File: src/rtl/mcp_ctrl_pkg.sv
// Shared encodings for the multicycle MIPS main controller: states, opcodes,
// datapath select codes and the packed control word.
package mcp_ctrl_pkg;

  localparam logic [3:0] S_FETCH   = 4'd0;
  localparam logic [3:0] S_DECODE  = 4'd1;
  localparam logic [3:0] S_MEMADR  = 4'd2;
  localparam logic [3:0] S_MEMRD   = 4'd3;
  localparam logic [3:0] S_MEMWB   = 4'd4;
  localparam logic [3:0] S_MEMWR   = 4'd5;
  localparam logic [3:0] S_EXEC    = 4'd6;
  localparam logic [3:0] S_RTYPEWB = 4'd7;
  localparam logic [3:0] S_BRANCH  = 4'd8;
  localparam logic [3:0] S_JUMP    = 4'd9;
  localparam logic [3:0] S_IDLE    = 4'd10;

  localparam logic [5:0] OP_RTYPE = 6'b000000;
  localparam logic [5:0] OP_LW    = 6'b100011;
  localparam logic [5:0] OP_SW    = 6'b101011;
  localparam logic [5:0] OP_BEQ   = 6'b000100;
  localparam logic [5:0] OP_J     = 6'b000010;

  localparam logic [1:0] PCS_ALU    = 2'b00;
  localparam logic [1:0] PCS_ALUOUT = 2'b01;
  localparam logic [1:0] PCS_JUMP   = 2'b10;

  localparam logic [1:0] ALU_ADD   = 2'b00;
  localparam logic [1:0] ALU_SUB   = 2'b01;
  localparam logic [1:0] ALU_FUNCT = 2'b10;

  localparam logic [1:0] SRCB_B      = 2'b00;
  localparam logic [1:0] SRCB_FOUR   = 2'b01;
  localparam logic [1:0] SRCB_IMM    = 2'b10;
  localparam logic [1:0] SRCB_IMM_SH = 2'b11;

  typedef struct packed {
    logic       pc_write;
    logic       pc_write_cond;
    logic       i_or_d;
    logic       mem_read;
    logic       mem_write;
    logic       mem_to_reg;
    logic       ir_write;
    logic [1:0] pc_source;
    logic [1:0] alu_op;
    logic       alu_src_a;
    logic [1:0] alu_src_b;
    logic       reg_write;
    logic       reg_dst;
    logic       instr_done;
  } ctrl_t;

  function automatic logic is_legal_op(input logic [5:0] op);
    return (op == OP_RTYPE) || (op == OP_LW) || (op == OP_SW) ||
           (op == OP_BEQ) || (op == OP_J);
  endfunction

endpackage

File: src/rtl/mcp_ctrl_decode.sv
// Pure state -> control-word decoder; no opcode input so outputs stay Moore.
module mcp_ctrl_decode
  import mcp_ctrl_pkg::*;
(
  input  logic [3:0] state_i,
  output ctrl_t      ctrl_o
);

  always_comb begin
    ctrl_o = '0;
    case (state_i)
      S_FETCH: begin
        ctrl_o.mem_read  = 1'b1;
        ctrl_o.ir_write  = 1'b1;
        ctrl_o.alu_src_b = SRCB_FOUR;
        ctrl_o.pc_write  = 1'b1;
        ctrl_o.pc_source = PCS_ALU;
      end
      S_DECODE: ctrl_o.alu_src_b = SRCB_IMM_SH;
      S_MEMADR: begin
        ctrl_o.alu_src_a = 1'b1;
        ctrl_o.alu_src_b = SRCB_IMM;
      end
      S_MEMRD: begin
        ctrl_o.mem_read = 1'b1;
        ctrl_o.i_or_d   = 1'b1;
      end
      S_MEMWB: begin
        ctrl_o.reg_write  = 1'b1;
        ctrl_o.mem_to_reg = 1'b1;
        ctrl_o.instr_done = 1'b1;
      end
      S_MEMWR: begin
        ctrl_o.mem_write  = 1'b1;
        ctrl_o.i_or_d     = 1'b1;
        ctrl_o.instr_done = 1'b1;
      end
      S_EXEC: begin
        ctrl_o.alu_src_a = 1'b1;
        ctrl_o.alu_op    = ALU_FUNCT;
      end
      S_RTYPEWB: begin
        ctrl_o.reg_write  = 1'b1;
        ctrl_o.reg_dst    = 1'b1;
        ctrl_o.instr_done = 1'b1;
      end
      S_BRANCH: begin
        ctrl_o.alu_src_a     = 1'b1;
        ctrl_o.alu_op        = ALU_SUB;
        ctrl_o.pc_write_cond = 1'b1;
        ctrl_o.pc_source     = PCS_ALUOUT;
        ctrl_o.instr_done    = 1'b1;
      end
      S_JUMP: begin
        ctrl_o.pc_write   = 1'b1;
        ctrl_o.pc_source  = PCS_JUMP;
        ctrl_o.instr_done = 1'b1;
      end
      default: ctrl_o = '0;
    endcase
  end

endmodule

File: src/rtl/mcp_main_control.sv
// Multicycle MIPS main controller: state register, next-state logic and the
// sticky illegal-opcode flag; outputs come from mcp_ctrl_decode.
module mcp_main_control
  import mcp_ctrl_pkg::*;
(
  input  logic       clk,
  input  logic       rst,
  input  logic [5:0] opcode,
  output logic       pc_write,
  output logic       pc_write_cond,
  output logic       i_or_d,
  output logic       mem_read,
  output logic       mem_write,
  output logic       mem_to_reg,
  output logic       ir_write,
  output logic [1:0] pc_source,
  output logic [1:0] alu_op,
  output logic       alu_src_a,
  output logic [1:0] alu_src_b,
  output logic       reg_write,
  output logic       reg_dst,
  output logic       instr_done,
  output logic       illegal_op,
  output logic [3:0] state_dbg
);

  logic [3:0] state_q, state_d;
  logic       ill_q, ill_d;
  ctrl_t      ctrl;

  always_comb begin
    state_d = S_FETCH;
    ill_d   = ill_q;
    case (state_q)
      S_IDLE:  state_d = S_FETCH;
      S_FETCH: state_d = S_DECODE;
      S_DECODE: begin
        case (opcode)
          OP_LW, OP_SW: state_d = S_MEMADR;
          OP_RTYPE:     state_d = S_EXEC;
          OP_BEQ:       state_d = S_BRANCH;
          OP_J:         state_d = S_JUMP;
          default:      state_d = S_FETCH;
        endcase
        if (!is_legal_op(opcode)) ill_d = 1'b1;
      end
      // IR still holds the memory opcode here; anything but SW is a load
      S_MEMADR: state_d = (opcode == OP_SW) ? S_MEMWR : S_MEMRD;
      S_MEMRD:  state_d = S_MEMWB;
      S_EXEC:   state_d = S_RTYPEWB;
      default:  state_d = S_FETCH;
    endcase
  end

  always_ff @(posedge clk or posedge rst) begin
    if (rst) begin
      state_q <= S_IDLE;
      ill_q   <= 1'b0;
    end else begin
      state_q <= state_d;
      ill_q   <= ill_d;
    end
  end

  mcp_ctrl_decode u_decode (
    .state_i (state_q),
    .ctrl_o  (ctrl)
  );

  assign pc_write      = ctrl.pc_write;
  assign pc_write_cond = ctrl.pc_write_cond;
  assign i_or_d        = ctrl.i_or_d;
  assign mem_read      = ctrl.mem_read;
  assign mem_write     = ctrl.mem_write;
  assign mem_to_reg    = ctrl.mem_to_reg;
  assign ir_write      = ctrl.ir_write;
  assign pc_source     = ctrl.pc_source;
  assign alu_op        = ctrl.alu_op;
  assign alu_src_a     = ctrl.alu_src_a;
  assign alu_src_b     = ctrl.alu_src_b;
  assign reg_write     = ctrl.reg_write;
  assign reg_dst       = ctrl.reg_dst;
  assign instr_done    = ctrl.instr_done;
  assign illegal_op    = ill_q;
  assign state_dbg     = state_q;

endmodule

File: config.mk
export PLATFORM = sky130hd
export DESIGN_NAME = mcp_main_control
export DESIGN_NICKNAME = d
export VERILOG_FILES = /design/src/rtl/mcp_ctrl_pkg.sv /design/src/rtl/mcp_ctrl_decode.sv /design/src/rtl/mcp_main_control.sv
export SDC_FILE = /design/constraint.sdc
export NUM_CORES = 1
export LEC_CHECK = 0
export ABC_AREA = 1
export CORE_AREA = 2 2 39 41
export CTS_BUF_LIST = sky130_fd_sc_hd__clkbuf_2
export DETAILED_ROUTE_END_ITERATION = 7
export DIE_AREA = 0 0 41 43
export DONT_BUFFER_PORTS = 1
export GPL_ROUTABILITY_DRIVEN = 1
export SYNTH_ARGS = -nofsm -noshare
export SYNTH_HDL_FRONTEND = slang
export SYNTH_SLANG_ARGS = --single-unit
File: constraint.sdc
create_clock -name clk -period 2.36 [get_ports clk]
set_clock_uncertainty 0.2 [all_clocks]
set_input_delay 0.236 -clock clk [delete_from_list [all_inputs] [get_ports clk]]
set_output_delay 0.236 -clock clk [all_outputs]
set_load 0.01 [all_outputs]
==> impl_results.md <==
* DP HPWL at between 800 and 900 µm
* Flop-to-flop setup slack at 0.92 ns
* Total CTS buffers at 3
* First-pass GRT wire length at about 1.5 mm
* Worst R2R End: state_dbg[2]
* Final WL at 1.036 mm
* Period utilization at 0.7795
* Setup-failing EPs final at 0
* Critical Path Sink: pc_write
* Sequential share of power at 0.346
* RR Startpoint: state_dbg[0]
* Largest net degree at the start of global routing at 11
* Core Box Area at 1384 µm²
* Die width at 41 µm
* Syn Inst Count at 76
* Worst Path Max Fanout at 4
* Pwr Density at 802.4 nW/µm²
* Number of diodes at 0
* Initial antenna violation count at 0
* Nets at 89
* Worst Setup Start Kind: flop
* Vias in the first global route at 413
* Global Route Usage Sum at 0.1265
* Hold Path Class: input pin to flop
* Placement row count at 14
* Power share of the clock group at 0.190
* R2R depth at 6
* Root Buffer: clkbuf_2
* Fin crit period at 1.840 ns
* Layout cells sized above 1 at 0.2500
* Layout Utilization at 0.3816
* 1st-iter DRT viols at 4
* Global placement routability congestion at ~0.71
* Crit path cell chain: inv_2 -> nand2_4 -> nor2_1 -> nand2_1 -> o21ai_0
* Die area at 1763 µm²
* Worst-skew pair later-pin latency at 0.22 ns
* Post-route setup TNS at 0 ns
* Yosys reg bits at 5
* Fin. max-slew vios at 0
* CTS sink cnt at 5
* Io pins at 30
* DR WL/cell at 10.79 µm
* Leak pwr at ~0.29 nW
* Sw frac at 0.5245
* CP Capture Type: output pin
* Die height at between 40 and 50 µm
* Crit Path Category: flop to output pin
* Internal Power at 0.2014 mW
* CTS tree: done
* Htree depth at 1
* Net Sw Power at roughly 0.22 mW
* Sequential share of the synthesized area at 0.2622
* Synth Cell Area at 486.7 µm²
* # DRC at 0
* Outcome: finished clean
* Worst vdd ir at 255.5 µV
* Netlist cell types at 20
* Max-slew headroom at 0.6788
* Pre-Repair DR Iteration Count at 5
* Overflow left after global routing at 0
* Syn. warnings at 0
* Slowest CP cell: dfrtp_1
* MaxCap Viol Count at 0
* Critical Path RT at ~1.9 ns
* Worst path arrival time at 1.40 ns
* Fmax at 543.6 MHz
* Buffers on Ports at 0
* RSZ-0062 raised after global routing: false
* Critical Path Start: state_dbg[2]
* Clock transition at the registers of the reported paths at 0.07 ns
* Combinational share of power at 0.464
* Starting Density at 0.3517
* Area Overhead vs Synth at 8.483%
* Vias at 489
* Vias/cell at 5.094
* Antenna viol nets, final at 0
* Max incr delay on CP at 0.42 ns
* Hold Violations, Final at 0
* CTS max path bufs at 2
* Avg Cell Area, Syn at between 6 and 7 µm²
* Post-CTS sizing at 0
* Worst slew pin tran at 0.4818 ns
* Syn Nets at 84
-- cells in the final DEF (no fill, tap or decap), drive strengths merged --
| cell type | count |
|---|---|
| nor2 | 18 |
| dfstp | 2 |
| a21oi | 2 |
| o21bai | 1 |
| dfrtp | 3 |
| nand3 | 7 |
| inv | 15 |
| nand2 | 18 |
| nor3 | 2 |
| o21ai | 3 |
| dlygate4sd3 | 2 |
| nand4 | 2 |
| o22ai | 1 |
| clkbuf | 4 |
-- power groups by stage --
stage          Sequential (mW)  Clock [mW]  Combinational (mW)
2_1_floorplan            0.120           0               0.210
3_3_place_gp             0.149           0               0.196
3_5_place_dp             0.149           0               0.194
4_1_cts                  0.148      0.0827               0.199
5_1_grt                  0.153      0.0875               0.225
6_report                 0.147      0.0806               0.196
-- critical path: cells and delay by family, from the launching register on --
kind                   cells  cell delay [ns]
buffers and inverters      1             0.12
and+or+nand+nor            3             0.48
DFF                        1             0.42
AOI/OAI and AO/OA          1             0.19
-- cell type report --
class	instances	area, µm²
timing repair buffer	2	20.02
fill	156	855.8
clock buffer	4	20.02
multi-input combinational	54	281.5
sequential	5	127.6
inverter	15	58.81
tap	16	20.02
-- worst min-delay path by stage --
stage | slack, ns | to | from | cells after the start
2_1_floorplan | -0.19 | illegal_op | rst | 1
3_3_place_gp | -0.16 | illegal_op | rst | 1
3_5_place_dp | -0.16 | illegal_op | rst | 1
4_1_cts | 0.01 | state_dbg[3] | opcode[0] | 3
5_1_grt | 0.03 | state_dbg[3] | opcode[0] | 3
6_report | 0.01 | state_dbg[3] | opcode[0] | 3
-- Yosys cell counts (all sizes together) --
cell | n | area [µm²]
nor3 | 2 | 10.01
nand2 | 18 | 82.58
o21bai | 1 | 11.26
buf | 2 | 18.77
o22ai | 1 | 6.260
nand4 | 2 | 12.51
o21ai | 3 | 18.77
nor2 | 18 | 90.08
nand3 | 7 | 40.04
dfrtp | 3 | 75.07
a21oi | 2 | 10.01
inv | 15 | 58.81
dfstp | 2 | 52.55
-- stage by stage --
step	total power, mW	area (µm²)	hold WS [ns]	setup slack [ns]	instances
2_1_floorplan	0.3297	486.7	-0.1869	0.7957	76
5_1_grt	0.4648	528.0	0.03007	0.4029	96
3_3_place_gp	0.3449	488.0	-0.1635	0.7890	90
3_5_place_dp	0.3434	488.0	-0.1614	0.7493	90
4_1_cts	0.4299	528.0	0.01151	0.4992	96
6_report	0.4237	528.0	0.01166	0.5205	96
-- kinds of logic (layout without fill, tap and decap cells) --
group | Yosys count | in the layout | synth area share
flops | 5 | 5 | 0.2622
buf+inv | 17 | 21 | 0.1594
simple gates | 47 | 47 | 0.4833
compound gates | 7 | 7 | 0.09513
-- metal layers --
metal	wire length [µm]	global-route usage	up-vias
met5	0	0	-
met4	3	0.06667	0
met3	99	0.03665	3
met2	487	0.2094	31
met1	446	0.1353	209
li1	-	-	246
-- registers in the layout, indices dropped and copies added, names as in the netlist --
register    flops
illegal_op      1
state_dbg       4
-- what timing repair did --
| action | CTS | global route |
|---|---|---|
| hold buffers | 2 | 0 |
| setup buffers | 0 | 0 |
| hold endpoints to repair | 6 | 0 |
Power figures use the tool's default switching activity.
